--- config.mk ---
export PLATFORM = sky130hd
export DESIGN_NAME = mmio_uart_tx
export DESIGN_NICKNAME = d
export VERILOG_FILES = /design/src/rtl/mmio_pkg.sv /design/src/rtl/mmio_uart_tx_byte_fifo.sv /design/src/rtl/mmio_uart_tx.sv
export SDC_FILE = /design/constraint.sdc
export NUM_CORES = 1
export LEC_CHECK = 0
export ABC_AREA = 0
export ABC_CLOCK_PERIOD_IN_PS = 5920
export BUFFER_PORTS_ARGS = -buffer_cell sky130_fd_sc_hd__buf_2
export CORE_MARGIN = 4
export CORE_UTILIZATION = 59
export DETAILED_ROUTE_END_ITERATION = 16
export PLACE_DENSITY = 0.84
export SLEW_MARGIN = 10
export SYNTH_ARGS = -nofsm -noshare
export SYNTH_HDL_FRONTEND = slang
export SYNTH_HIERARCHICAL = 1
export SYNTH_SLANG_ARGS = --single-unit
--- constraint.sdc ---
create_clock -name clk -period 5.92 [get_ports clk]
set_input_delay 0.296 -clock clk [delete_from_list [all_inputs] [get_ports clk]]
set_output_delay 0.296 -clock clk [all_outputs]
set_load 0.005 [all_outputs]
--- src/rtl/mmio_pkg.sv ---
// Shared register map, STATUS bit positions and FSM encoding for the MMIO UART transmitter.
// No logic here. Nothing to backpressure.
package mmio_pkg;

  localparam logic [3:0] DATA_OFS   = 4'h0;
  localparam logic [3:0] STATUS_OFS = 4'h4;
  localparam logic [3:0] DIV_OFS    = 4'h8;

  localparam int STAT_BUSY   = 0;
  localparam int STAT_FULL   = 1;
  localparam int STAT_EMPTY  = 2;
  localparam int STAT_OVF    = 3;
  localparam int STAT_PARITY = 4;
  localparam int STAT_W      = 5;

  typedef enum logic [2:0] {
    ST_IDLE   = 3'd0,
    ST_START  = 3'd1,
    ST_DATA   = 3'd2,
    ST_PARITY = 3'd3,
    ST_STOP   = 3'd4
  } uart_state_e;

  // A divisor of zero would give a bit with no duration, so it is clamped to one.
  function automatic logic [15:0] clamp_div(input logic [15:0] v);
    return (v == 16'd0) ? 16'd1 : v;
  endfunction

endpackage

--- src/rtl/mmio_uart_tx_byte_fifo.sv ---
// Circular FIFO with extra-MSB pointers; dout shows the head entry combinationally.
// Latency: a pushed entry is visible on dout the cycle after the push.
// Backpressure: pushes while full are ignored unless a pop happens in the same cycle.
module byte_fifo #(
  parameter int DEPTH = 4,
  parameter int WIDTH = 8
) (
  input  logic             clk,
  input  logic             rst,
  input  logic             push,
  input  logic [WIDTH-1:0] din,
  input  logic             pop,
  output logic             full,
  output logic             empty,
  output logic [WIDTH-1:0] dout
);

  localparam int AW = $clog2(DEPTH);

  logic [AW:0]      wr_ptr_q, wr_ptr_d;
  logic [AW:0]      rd_ptr_q, rd_ptr_d;
  logic [WIDTH-1:0] mem_q [DEPTH];
  logic             push_ok, pop_ok;

  assign empty   = (wr_ptr_q == rd_ptr_q);
  assign full    = (wr_ptr_q[AW] != rd_ptr_q[AW]) && (wr_ptr_q[AW-1:0] == rd_ptr_q[AW-1:0]);
  assign dout    = mem_q[rd_ptr_q[AW-1:0]];
  assign pop_ok  = pop && !empty;
  assign push_ok = push && (!full || pop_ok);

  always_comb begin
    wr_ptr_d = wr_ptr_q;
    rd_ptr_d = rd_ptr_q;
    if (push_ok) wr_ptr_d = wr_ptr_q + {{AW{1'b0}}, 1'b1};
    if (pop_ok)  rd_ptr_d = rd_ptr_q + {{AW{1'b0}}, 1'b1};
  end

  always_ff @(posedge clk or negedge rst) begin
    if (!rst) begin
      wr_ptr_q <= '0;
      rd_ptr_q <= '0;
    end else begin
      wr_ptr_q <= wr_ptr_d;
      rd_ptr_q <= rd_ptr_d;
    end
  end

  // Storage needs no reset: empty/full come only from the pointers.
  always_ff @(posedge clk) begin
    if (push_ok) mem_q[wr_ptr_q[AW-1:0]] <= din;
  end

endmodule

--- src/rtl/mmio_uart_tx.sv ---
// Memory-mapped 8N1 UART transmitter (even parity bit added when MMIO_UART_PARITY_EN is defined).
// Latency: start bit appears on tx two cycles after the DATA store; frame = 10 (11) * divisor cycles.
// Backpressure: none on the bus; stores to a full FIFO are dropped and flagged as sticky overflow.
module mmio_uart_tx
  import mmio_pkg::*;
#(
  parameter logic [31:0] BASE_ADDR  = 32'h0000_FF00,
  parameter int          FIFO_DEPTH = 4,
  parameter logic [15:0] DIV_RESET  = 16'd16
) (
  input  logic        clk,
  input  logic        rst,
  input  logic        mem_wr,
  input  logic        mem_rd,
  input  logic [31:0] mem_addr,
  input  logic [31:0] mem_wdata,
  output logic [31:0] mem_rdata,
  output logic        tx,
  output logic        tx_idle
);

`ifdef MMIO_UART_PARITY_EN
  localparam logic        PARITY_PRESENT = 1'b1;
  localparam uart_state_e AFTER_DATA     = ST_PARITY;
`else
  localparam logic        PARITY_PRESENT = 1'b0;
  localparam uart_state_e AFTER_DATA     = ST_STOP;
`endif

  logic        hit, wr_data, wr_div, rd_status;
  logic [3:0]  ofs;
  logic        fifo_push, fifo_pop, fifo_full, fifo_empty;
  logic [7:0]  fifo_dout;
  logic        ovf_q, ovf_d;
  logic [15:0] div_q, div_d;
  logic [15:0] cnt_q, cnt_d;
  logic [2:0]  bit_q, bit_d;
  logic [7:0]  shreg_q, shreg_d;
  logic        tx_q, tx_d;
  logic        bit_end;
  logic [STAT_W-1:0] status;
  uart_state_e state_q, state_d;
`ifdef MMIO_UART_PARITY_EN
  logic        par_q, par_d;
`endif
  logic        unused_wdata_hi;

  assign unused_wdata_hi = ^mem_wdata[31:16];

  assign hit       = (mem_addr[31:4] == BASE_ADDR[31:4]);
  assign ofs       = mem_addr[3:0];
  assign wr_data   = mem_wr && hit && (ofs == DATA_OFS);
  assign wr_div    = mem_wr && hit && (ofs == DIV_OFS);
  assign rd_status = mem_rd && hit && (ofs == STATUS_OFS);
  assign fifo_push = wr_data && (!fifo_full || fifo_pop);

  byte_fifo #(.DEPTH(FIFO_DEPTH), .WIDTH(8)) fifo_inst (
    .clk   (clk),
    .rst   (rst),
    .push  (fifo_push),
    .din   (mem_wdata[7:0]),
    .pop   (fifo_pop),
    .full  (fifo_full),
    .empty (fifo_empty),
    .dout  (fifo_dout)
  );

  always_comb begin
    status               = '0;
    status[STAT_BUSY]    = (state_q != ST_IDLE);
    status[STAT_FULL]    = fifo_full;
    status[STAT_EMPTY]   = fifo_empty;
    status[STAT_OVF]     = ovf_q;
    status[STAT_PARITY]  = PARITY_PRESENT;
  end

  always_comb begin
    mem_rdata = '0;
    if (mem_rd && hit) begin
      case (ofs)
        STATUS_OFS: mem_rdata = {{(32-STAT_W){1'b0}}, status};
        DIV_OFS:    mem_rdata = {16'b0, div_q};
        default:    mem_rdata = '0;
      endcase
    end
  end

  // A dropped store in the same cycle as the clearing read keeps overflow set.
  always_comb begin
    div_d = div_q;
    ovf_d = ovf_q;
    if (wr_div) div_d = clamp_div(mem_wdata[15:0]);
    if (rd_status) ovf_d = 1'b0;
    if (wr_data && fifo_full && !fifo_pop) ovf_d = 1'b1;
  end

  always_comb begin
    state_d  = state_q;
    cnt_d    = cnt_q;
    bit_d    = bit_q;
    shreg_d  = shreg_q;
    tx_d     = 1'b1;
    fifo_pop = 1'b0;
`ifdef MMIO_UART_PARITY_EN
    par_d    = par_q;
`endif
    bit_end  = (cnt_q == 16'd0);
    if (state_q != ST_IDLE && !bit_end) cnt_d = cnt_q - 16'd1;

    case (state_q)
      ST_IDLE: begin
        if (!fifo_empty) begin
          fifo_pop = 1'b1;
          shreg_d  = fifo_dout;
`ifdef MMIO_UART_PARITY_EN
          par_d    = ^fifo_dout;
`endif
          cnt_d    = div_q - 16'd1;
          state_d  = ST_START;
        end
      end
      ST_START: begin
        tx_d = 1'b0;
        if (bit_end) begin
          cnt_d   = div_q - 16'd1;
          bit_d   = 3'd0;
          state_d = ST_DATA;
        end
      end
      ST_DATA: begin
        tx_d = shreg_q[0];
        if (bit_end) begin
          cnt_d   = div_q - 16'd1;
          shreg_d = {1'b0, shreg_q[7:1]};
          if (bit_q == 3'd7) state_d = AFTER_DATA;
          else               bit_d   = bit_q + 3'd1;
        end
      end
`ifdef MMIO_UART_PARITY_EN
      ST_PARITY: begin
        tx_d = par_q;
        if (bit_end) begin
          cnt_d   = div_q - 16'd1;
          state_d = ST_STOP;
        end
      end
`endif
      ST_STOP: begin
        tx_d = 1'b1;
        if (bit_end) begin
          // Chain straight into the next start bit when more bytes are queued.
          if (!fifo_empty) begin
            fifo_pop = 1'b1;
            shreg_d  = fifo_dout;
`ifdef MMIO_UART_PARITY_EN
            par_d    = ^fifo_dout;
`endif
            cnt_d    = div_q - 16'd1;
            state_d  = ST_START;
          end else begin
            state_d  = ST_IDLE;
          end
        end
      end
      default: state_d = ST_IDLE;
    endcase
  end

  always_ff @(posedge clk or negedge rst) begin
    if (!rst) begin
      state_q <= ST_IDLE;
      cnt_q   <= '0;
      bit_q   <= '0;
      shreg_q <= '0;
      tx_q    <= 1'b1;
      div_q   <= DIV_RESET;
      ovf_q   <= 1'b0;
`ifdef MMIO_UART_PARITY_EN
      par_q   <= 1'b0;
`endif
    end else begin
      state_q <= state_d;
      cnt_q   <= cnt_d;
      bit_q   <= bit_d;
      shreg_q <= shreg_d;
      tx_q    <= tx_d;
      div_q   <= div_d;
      ovf_q   <= ovf_d;
`ifdef MMIO_UART_PARITY_EN
      par_q   <= par_d;
`endif
    end
  end

  assign tx      = tx_q;
  assign tx_idle = fifo_empty && (state_q == ST_IDLE);

endmodule

======== Yosys cells after proc, flatten, opt, wreduce, memory -nomap -nowiden ========
Memory sizes are Yosys's and may differ from the RTL's.
Cells that the tools add are included.
word-level totals
  logic and storage cells ................. 93
  output and inout port bits .............. 34
  flip-flop bits (word level) ............. 54
  memory bits (writable) .................. 32
  memories kept ........................... 1
memory list
  memory           depth  width  rd ports  clocked after memory_dff  write ports  line                          text
  fifo_inst.mem_q  4      8      1         0                         1            mmio_uart_tx_byte_fifo.sv:22  logic [WIDTH-1:0] mem_q [DEPTH];
operators by class
  $add $sub $neg .......................... 5
  equal/unequal tests ..................... 16
  reductions and logical operators ........ 31
  mux-type cells .......................... 31
operator list
  operator                                                              count
  16-bit 2-to-1 mux                                                     6
  16-bit one-hot mux with 3 select lines                                1
  16-bit zero test                                                      2
  16-bit one-hot mux with 2 select lines                                1
  16-bit by 1-bit subtractor with 16-bit output, second input constant  2
  28-bit by 12-bit == test with 1-bit output, second input constant     1
  3-bit 2-to-1 mux                                                      8
  8-bit 2-to-1 mux                                                      3
  8-bit one-hot mux with 3 select lines                                 1
  1-bit logical AND                                                     13
  2-bit inequality test, second input constant                          6
  3-bit one-hot mux with 4 select lines                                 1
  3-bit by 1-bit adder with 3-bit output, second input constant         3
  1-bit 2-to-1 mux                                                      7
  3-bit == test, second input constant                                  2
  3-bit one-hot mux with 2 select lines                                 1
  3-bit nonzero test                                                    2
  5-bit AND reduction                                                   1
  4-bit by 3-bit == test with 1-bit output, second input constant       1
  4-bit == test, second input constant                                  1
  1-bit zero test                                                       4
  4-bit zero test                                                       1
  1-bit one-hot mux with 2 select lines                                 2
  4-bit AND reduction                                                   1
  10 further kinds                                                      12

======== Logic depth before layout (Yosys ltp) ========
Gate-level depths: netlist of run 1.
  word-level depth ........................ 9
  depth in mapped cells ................... 11
  depth with buffers taken out ............ 9

======== Cells and area by module ========
Netlist of run 1, hierarchy kept.
modules (own cells, without submodules)
  module        times used  sequential area each (um^2)  cells an instance  area an instance (um^2)
  mmio_uart_tx  1           1203.7                       297                3017.9
  byte_fifo     1           1111.1                       85                 1602.8

======== Worst setup path after synthesis of run 1 ========
OpenSTA, ideal clock, no wires.
  kind .................................... flip-flop to flip-flop
  from .................................... reg cnt_q[10]
  to ...................................... mem fifo_inst.mem_q[3][0] (enable)
  arrival ................................. 2.686 ns
  buffers on the path ..................... 0
  stages on the path, launching flop included .. 9
  slack ................................... 2.910 ns
  required time ........................... 5.596 ns
  clock period less this slack ............ 3.010 ns
  cell sequence ........................... dfrtp_1 or4_4 or2_1 nor3_1 o21ai_0 a21oi_1 and2_1 o41ai_2 inv_1
between the ends
  word-level cells in the longest chain between the ends .. 8
RTL lines
  item                                    line                          text
  start: declaration                      mmio_uart_tx.sv:36            logic [15:0] cnt_q, cnt_d;
  start signal: assignment                mmio_uart_tx.sv:183           cnt_q <= cnt_d;
  16-bit zero test                        mmio_uart_tx.sv:107           bit_end = (cnt_q == 16'd0);
  1-bit 2-to-1 mux                        mmio_uart_tx.sv:150           if (bit_end) begin
  1-bit one-hot mux with 2 select lines   mmio_uart_tx.sv:110           case (state_q)
  1-bit logical OR                        mmio_uart_tx.sv:55            assign fifo_push = wr_data && (!fifo_full || fifo_pop);
  1-bit logical AND                       mmio_uart_tx.sv:55
  net fifo_push                           mmio_uart_tx.sv:32            logic fifo_push, fifo_pop, fifo_full, fifo_empty;
  1-bit logical AND                       mmio_uart_tx_byte_fifo.sv:29  assign push_ok = push && (!full || pop_ok);
  1-bit 2-to-1 mux                        mmio_uart_tx_byte_fifo.sv:50  if (push_ok) mem_q[wr_ptr_q[AW-1:0]] <= din;
  1-bit 2-to-1 mux (implied by the code)  mmio_uart_tx_byte_fifo.sv:50
  end: declaration                        mmio_uart_tx_byte_fifo.sv:22
The timed path passes the listed nets, and every way through them passes these cells.

======== Final worst setup path of run 1 ========
  from .................................... reg fifo_inst.rd_ptr_q[0]
  to ...................................... reg cnt_q[7]
between the ends
  word-level cells in the longest chain between the ends .. 4
RTL lines
  item                                      line                                      text
  start: declaration                        mmio_uart_tx_byte_fifo.sv:21              logic [AW:0] rd_ptr_q, rd_ptr_d;
  start signal: assignment                  mmio_uart_tx_byte_fifo.sv:44              rd_ptr_q <= rd_ptr_d;
  3-bit == test *                           mmio_uart_tx_byte_fifo.sv:25              assign empty = (wr_ptr_q == rd_ptr_q);
  net fifo_empty                            mmio_uart_tx.sv:32
  16-bit 2-to-1 mux *                       mmio_uart_tx.sv:112, mmio_uart_tx.sv:152
  16-bit 2-to-1 mux                         mmio_uart_tx.sv:150
  16-bit one-hot mux with 3 select lines *  mmio_uart_tx.sv:110
  net cnt_d[7]                              mmio_uart_tx.sv:36
Mark *: on every way through the listed nets, which the timed path passes. The rest lies on a longest branch.
A chain may end at the register's enable or synchronous reset.

==> qor.yml, run 1 <==
start_util_pct: 60.1
rsz0062_at_grt: "false"
hold_path.class: "input port to asynchronous set/reset pin"
post-route-drc-count: 0
r2r_end: "cnt_q[7]$_DFF_PN0_"
avgSynthCellArea_um2: 12.1
clock_path_buffers: 2
p_per_area_nw_per_um2: 210
final_hold_viol_count: 0
viasPerCell: 5.89
finalCritPeriodShare_pct: 70.2
cp_cell_sequence: "xor2_1, nor3_1, nor3_1, o211a_1, a21oi_2, a21boi_2, mux2_1"
synth_top_area_cell: "dfrtp_1"
top_layer: "met4"
synth-seq-cells: 86
ys_types: 62
period_minus_slack_ps: 4160
synthAdderAreaFrac_pct: 2.71
io_buffers: 69
totalWireLength_mm: 9.55
cts_buffers: 9
cts_sinks: 86
dp_cells: 540
htreeDepth: 3
grt_usage_pct: 22.1
gp_congestion: 0.897
layout_common_cells: "69 x buf_2, 52 x dfrtp_1, 32 x edfxtp_1"
crit_family: "compound AO/OA/AOI/OAI gates"
clk_pin_slew_ps: 90
max_freq_mhz: 240
cts_setup_buffers: 0
fp.dieArea_um2: 9310
finalSetupViolations: 0
synthFlopType: "dfrtp_1"
leakage_nw: 2.33
rr_worst_depth: 7
fill_cells: 539
slowest_stage: "a21boi_2"
grt_max_degree: 55
wl_met1_mm: 3.76
io_pins: 102
syn_inst: 382
cts_hold_buf: 0
grt_pass1_wl_mm: 15.5
r2r_setup_slack_ps: 1760
syn_area_um2: 4620
overflow: 0
path_class: "flop to flop"
cp_slowest_stage_delay_ps: 960
dieHeight_um: 96.5
synthXorXnorAreaFrac_pct: 6.07
wl_per_cell_um: 17.2
synthArstFlopShare_pct: 62.8
final_cells: 556
cp_max_fo: 17
antenna_found_initial: 0
synth_top_family_by_area: "simple AND/OR/NAND/NOR gates"
cts_resized: 0
maxCapViolations: 0
drive_above_1_share_pct: 28.9
drt_iter0_markers: 143
seq_area_frac_synth_pct: 50.1
antenna_cells: 0
clock_skew_ps: 9.05
cp_data_arrival_time_ps: 4400
synth_area_leaders: "dfrtp_1 28%, edfxtp_1 21%, mux2i_1 4.8%"
wl_met3_um: 698
vdd_drop_max_mv: 0.125
status: "finished, final reports clean"
grt_pass1_vias: 3256
synth-edff-count: 32
critical_path.most_common_cell: "nor3_1"
yosys_warnings: 6
area_delta_synth_final_pct: 12.0
yosys.area_share.simple_pct: 16.0
ant_nets: 0
crit-reg2reg-launch: "fifo_inst/rd_ptr_q[0]$_DFFE_PN0P_"
nNetsFinal: 527
synthMuxAreaShare_pct: 13.5
cts_tree: "built"
fin_setup_tns_ps: 0
wl_met2_mm: 4.80
synth-compound-area-share_pct: 6.36
netlist.area_leader.share_pct: 28.2
fp.dieW_um: 96.5
tightest_slew_ps: 1130
via_count: 3273
endpoint_kind: "flop"
cts_root_buf: "clkbuf_8"
coreArea_um2: 7690
report.final.slew_viol_count: 0
worstPathRequired_ps: 6160
rows: 32
firstDrtPassIters: 5
slew_headroom_pct: 24.1
final_common_cell: "buf_2"
clk_latency_ps: 360
dpl.hpwl_mm: 6.88
cp-start-kind: "flop"
cp_num_buf_inv: 0
-- stage by stage --
step / area, um2 / utilization [%] / hold WS, ps / setup WS (ps) / power (mW)
4_1_cts: 5170 / 67.3 / 78.9 / 1800 / 1.09
3_3_place_gp: 4960 / 64.6 / 459 / 1970 / 0.664
5_1_grt: 5170 / 67.3 / 117 / 1380 / 1.12
2_1_floorplan: 4680 / - / 0.409 / 2910 / 0.642
3_5_place_dp: 4960 / 64.6 / 468 / 1860 / 0.665
6_report: 5170 / 67.3 / 48.2 / 1760 / 1.09
-- power breakdown --
group | total (mW) | switching (mW) | internal, mW
clock | 0.437 | 0.231 | 0.205
combinational | 0.0348 | 0.0208 | 0.0139
sequential | 0.617 | 0.000000267 | 0.617
-- how the worst max path moves through the flow --
stage                                      startpoint                               to  cells after the start
floorplan                         cnt_q[10]$_DFF_PN0_  fifo_inst/mem_q[3][0]$_DFFE_PP_                      8
global placement    fifo_inst/rd_ptr_q[0]$_DFFE_PN0P_               cnt_q[7]$_DFF_PN0_                      7
detailed placement  fifo_inst/rd_ptr_q[0]$_DFFE_PN0P_               cnt_q[7]$_DFF_PN0_                      7
CTS                 fifo_inst/rd_ptr_q[0]$_DFFE_PN0P_               cnt_q[7]$_DFF_PN0_                      7
global route        fifo_inst/rd_ptr_q[0]$_DFFE_PN0P_               cnt_q[7]$_DFF_PN0_                      7
finish              fifo_inst/rd_ptr_q[0]$_DFFE_PN0P_               cnt_q[7]$_DFF_PN0_                      7
-- synth_stat cells (all sizes together), types with 5 or more instances --
library cell,instances
nor2,19
inv,11
a22o,6
nor3,16
clkbuf,5
ha,10
mux2i,22
or3,6
edfxtp,32
or4,8
mux2,20
nand2,21
dfrtp,52
mux4,8
o21ai,13
a21oi,7
xnor2,23
nor4,14
buf,24
xor2,9
and2,15
-- cells by family after synthesis --
group,Yosys count
AO/OA/AOI/OAI,42
XOR/XNOR,32
adder cells (fa/ha/maj),10
buffers and inverters,40
flip-flops,86
multiplexers,50
other,1
AND/OR/NAND/NOR,121
-- area by class of cell --
| class | count | area [um2] | area share, % |
|---|---|---|---|
| repair buffers | 70 | 353 | 6.82 |
| multi-input cells | 271 | 2130 | 41.1 |
| inverters | 11 | 41.3 | 0.798 |
| flip-flops and latches | 86 | 2310 | 44.7 |
| clock buffers | 9 | 124 | 2.39 |
| well taps | 102 | 128 | 2.47 |
| clock inverters | 7 | 86.3 | 1.67 |
-- sequential cells by signal (all words and copies together), names as in the netlist, 3 cells and up --
name,flops
div_q,16
cnt_q,16
state_q,3
bit_q,3
shreg_q,8
fifo_inst/wr_ptr_q,3
fifo_inst/mem_q,32
fifo_inst/rd_ptr_q,3
-- metal layers --
layer	vias to the layer above	global-route usage, %
met5	-	0
met4	0	11.7
met3	27	4.42
met2	151	37.4
met1	1588	26.8
li1	1507	-
Note: power is estimated with default switching activity, not from simulation.
==> run 2, diff against run 1 <==
--- a/config.mk
+++ b/config.mk
@@ -6,12 +6,12 @@
 export NUM_CORES = 1
 export LEC_CHECK = 0
 export ABC_AREA = 0
-export ABC_CLOCK_PERIOD_IN_PS = 5920
+export ABC_CLOCK_PERIOD_IN_PS = 4100
 export BUFFER_PORTS_ARGS = -buffer_cell sky130_fd_sc_hd__buf_2
 export CORE_MARGIN = 4
-export CORE_UTILIZATION = 59
+export CORE_UTILIZATION = 55
 export DETAILED_ROUTE_END_ITERATION = 16
-export PLACE_DENSITY = 0.84
+export PLACE_DENSITY = 0.79
 export SLEW_MARGIN = 10
 export SYNTH_ARGS = -nofsm -noshare
 export SYNTH_HDL_FRONTEND = slang
==> constraint.sdc (replaced) <==
create_clock -name clk -period 4.1 [get_ports clk]
set_input_delay 0.205 -clock clk [delete_from_list [all_inputs] [get_ports clk]]
set_output_delay 0.205 -clock clk [all_outputs]
set_load 0.005 [all_outputs]
==> run 2 against run 1 <==
Compared with the run above: critical path depth grew 2; final area is 0.99% higher; sequential share of layout area decreased by 0.44 points; sequential cell count unchanged; die area up 6.7%; final cell count increased by 1.6%; maximum frequency is 20% higher; non-clock buffer count rose by 6; worst hold slack gained 41 ps; largest cell class unchanged; largest power group unchanged.
==> qor.yml, run 2 (synthesis gave the netlist of run 1 again) <==
largest_reg_flops: 32  # unchanged
sw_frac_of_total_pct: 24.4  # was 23.2%
grt_usage_pct: 19.5  # was 22.1%
period_minus_slack_ps: 3480  # was 4160 ps
multiInputGateArea_um2: 2130  # unchanged
start_util_pct: 56.5  # was 60.1%
htreeDepth: 3  # unchanged
status: "finished, final reports clean"  # unchanged
dpl_cell_area_um2: 5020  # was 4960 um2
final_cells: 565  # was 556
cp_data_arrival_time_ps: 3510  # was 4400 ps
cp_slowest_stage_delay_ps: 670  # was 960 ps
cts_tree: "built"  # unchanged
viasPerCell: 5.64  # was 5.89
grt_pass1_vias: 3176  # was 3256
post-route-drc-count: 0  # unchanged
max_freq_mhz: 287  # was 240 MHz
cp_max_fo: 11  # was 17
hold_path.class: "input port to flop"  # was input port to asynchronous set/reset pin
cp-start-kind: "flop"  # unchanged
clock_path_buffers: 2  # unchanged
rsz0062_at_grt: "false"  # unchanged
endpoint_kind: "flop"  # unchanged
leakage_nw: 2.36  # was 2.33 nW
via_count: 3189  # was 3273
drt_iter0_markers: 132  # was 143
utilization_pct: 63.9  # was 67.3%
finalSetupViolations: 0  # unchanged
antenna_cells: 0  # unchanged
path_class: "flop to flop"  # unchanged
maxCapViolations: 0  # unchanged
fp.dieArea_um2: 9930  # was 9310 um2
drive_above_1_share_pct: 29.6  # was 28.9%
final_area_um2: 5230  # was 5170 um2
dpl.hpwl_mm: 6.88  # about the same
coreArea_um2: 8180  # was 7690 um2
fill_cells: 621  # was 539
wl_per_cell_um: 16.7  # was 17.2 um
slowest_stage: "xor2_1"  # was a21boi_2
io_buffers: 69  # unchanged
gp_congestion: 0.849  # was 0.897
cts_setup_buffers: 0  # unchanged
p_seq_share_pct: 58.5  # was 56.7%
final_common_cell: "buf_2"  # unchanged
nNetsFinal: 533  # was 527
p_int_mw: 1.15  # was 0.836 mW
antenna_found_initial: 0  # unchanged
clockPowerShare_pct: 38.2  # was 40.1%
grt_max_degree: 55  # unchanged
fp.dieW_um: 99.7  # was 96.5 um
dp_cells: 548  # was 540
final_hold_viol_count: 0  # unchanged
totalWireLength_mm: 9.41  # was 9.55 mm
fin_setup_tns_ps: 0  # unchanged
rows: 33  # was 32
critical_path.most_common_cell: "nor3_1"  # unchanged
layout_common_cells: "69 x buf_2, 52 x dfrtp_1, 32 x edfxtp_1"  # unchanged
power.switching_mw: 0.372  # was 0.252 mW
clk_latency_ps: 360  # about the same
overflow: 0  # unchanged
clock_skew_ps: 17.6  # was 9.05 ps
dieHeight_um: 99.7  # was 96.5 um
vdd_drop_max_mv: 0.173  # was 0.125 mV
report.final.slew_viol_count: 0  # unchanged
clk_pin_slew_ps: 100  # was 90 ps
finalCritPeriodShare_pct: 84.8  # was 70.2%
area_delta_synth_final_pct: 13.1  # was 12.0%
cts_sinks: 86  # unchanged
cts_resized: 0  # unchanged
cts_buffers: 9  # unchanged
tightest_slew_ps: 804  # was 1130 ps
grt_pass1_wl_mm: 15.2  # was 15.5 mm
worstPathRequired_ps: 4130  # was 6160 ps
worst_slack_ps: 621  # was 1760 ps
cp_cell_sequence: "xor2_1, nor3_1, buf_4, nor3_1, o21ai_0, a21oi_1, and2_1, o41ai_2, inv_1"  # was xor2_1, nor3_1, nor3_1, o211a_1, a21oi_2, a21boi_2, mux2_1
seqCellArea_um2: 2310  # unchanged
p_per_area_nw_per_um2: 292  # was 210 nW/um2
slew_headroom_pct: 46.2  # was 24.1%
ant_nets: 0  # unchanged
firstDrtPassIters: 4  # was 5
cts_root_buf: "clkbuf_8"  # unchanged
io_pins: 102  # unchanged
post-place-ws_ps: 764  # was 1860 ps
pwr-share-comb_pct: 3.4  # was 3.2%
run 2: path summary, 6_finish.rpt:
kind	cells after the start	slack (ps)	startpoint	end
worst max-delay path	9	620	fifo_inst/rd_ptr_q[1]$_DFFE_PN0P_	fifo_inst/mem_q[3][6]$_DFFE_PP_
worst min-delay path	2	90	mem_wdata[11]	div_q[11]$_DFFE_PN0P_
worst max register to register	9	620	fifo_inst/rd_ptr_q[1]$_DFFE_PN0P_	fifo_inst/mem_q[3][6]$_DFFE_PP_
worst min register to register	2	490	shreg_q[0]$_DFFE_PN0P_	shreg_q[0]$_DFFE_PN0P_
max in group asynchronous	3	3140	rst	state_q[1]$_DFFE_PN0P_
min in group asynchronous	3	500	rst	div_q[8]$_DFFE_PN0P_
run 2: power by group through the flow:
stage	clock [mW]	combinational, mW	sequential, mW
after floorplan	0	0.0178	0.910
after global placement	0	0.0496	0.909
after detailed placement	0	0.0515	0.909
after CTS	0.592	0.0521	0.891
after global routing	0.624	0.0579	0.891
final	0.582	0.0514	0.891
run 2: cell type report:
type,count,area share (%)
timing repair buffer,76,7.90
clock buffer,9,2.37
clock inverter,7,1.41
inverter,11,0.790
multi-input combinational,271,40.7
sequential,86,44.3
tap,105,2.51
run 2: timing repair:
action / 4_1_cts / 5_1_grt
endpoints found under the hold margin: 52 / 0
setup endpoints to repair: 0 / 0
hold buffers: 1 / 0
run 2: routing by layer:
metal,global-route usage [%],wire length (um)
met5,0,0
met4,6.41,114
met3,3.51,516
met2,33.1,4730
met1,25.3,4050
run 2: worst max-delay path, delay by kind of cell (launching register included):
family          cells  cell delay (ps)
xor+xnor            1              670
simple gates        3              500
flops               1              650
compound gates      3              820
buf+inv             2              500
run 2: per-stage QoR:
| stage | hold WS (ps) | power, mW |
|---|---|---|
| 6_report | 89.2 | 1.52 |
| 5_1_grt | 74.7 | 1.57 |
| 4_1_cts | 72.9 | 1.54 |
| 3_5_place_dp | 377 | 0.961 |
| 3_3_place_gp | 372 | 0.959 |
| 2_1_floorplan | -90.6 | 0.927 |
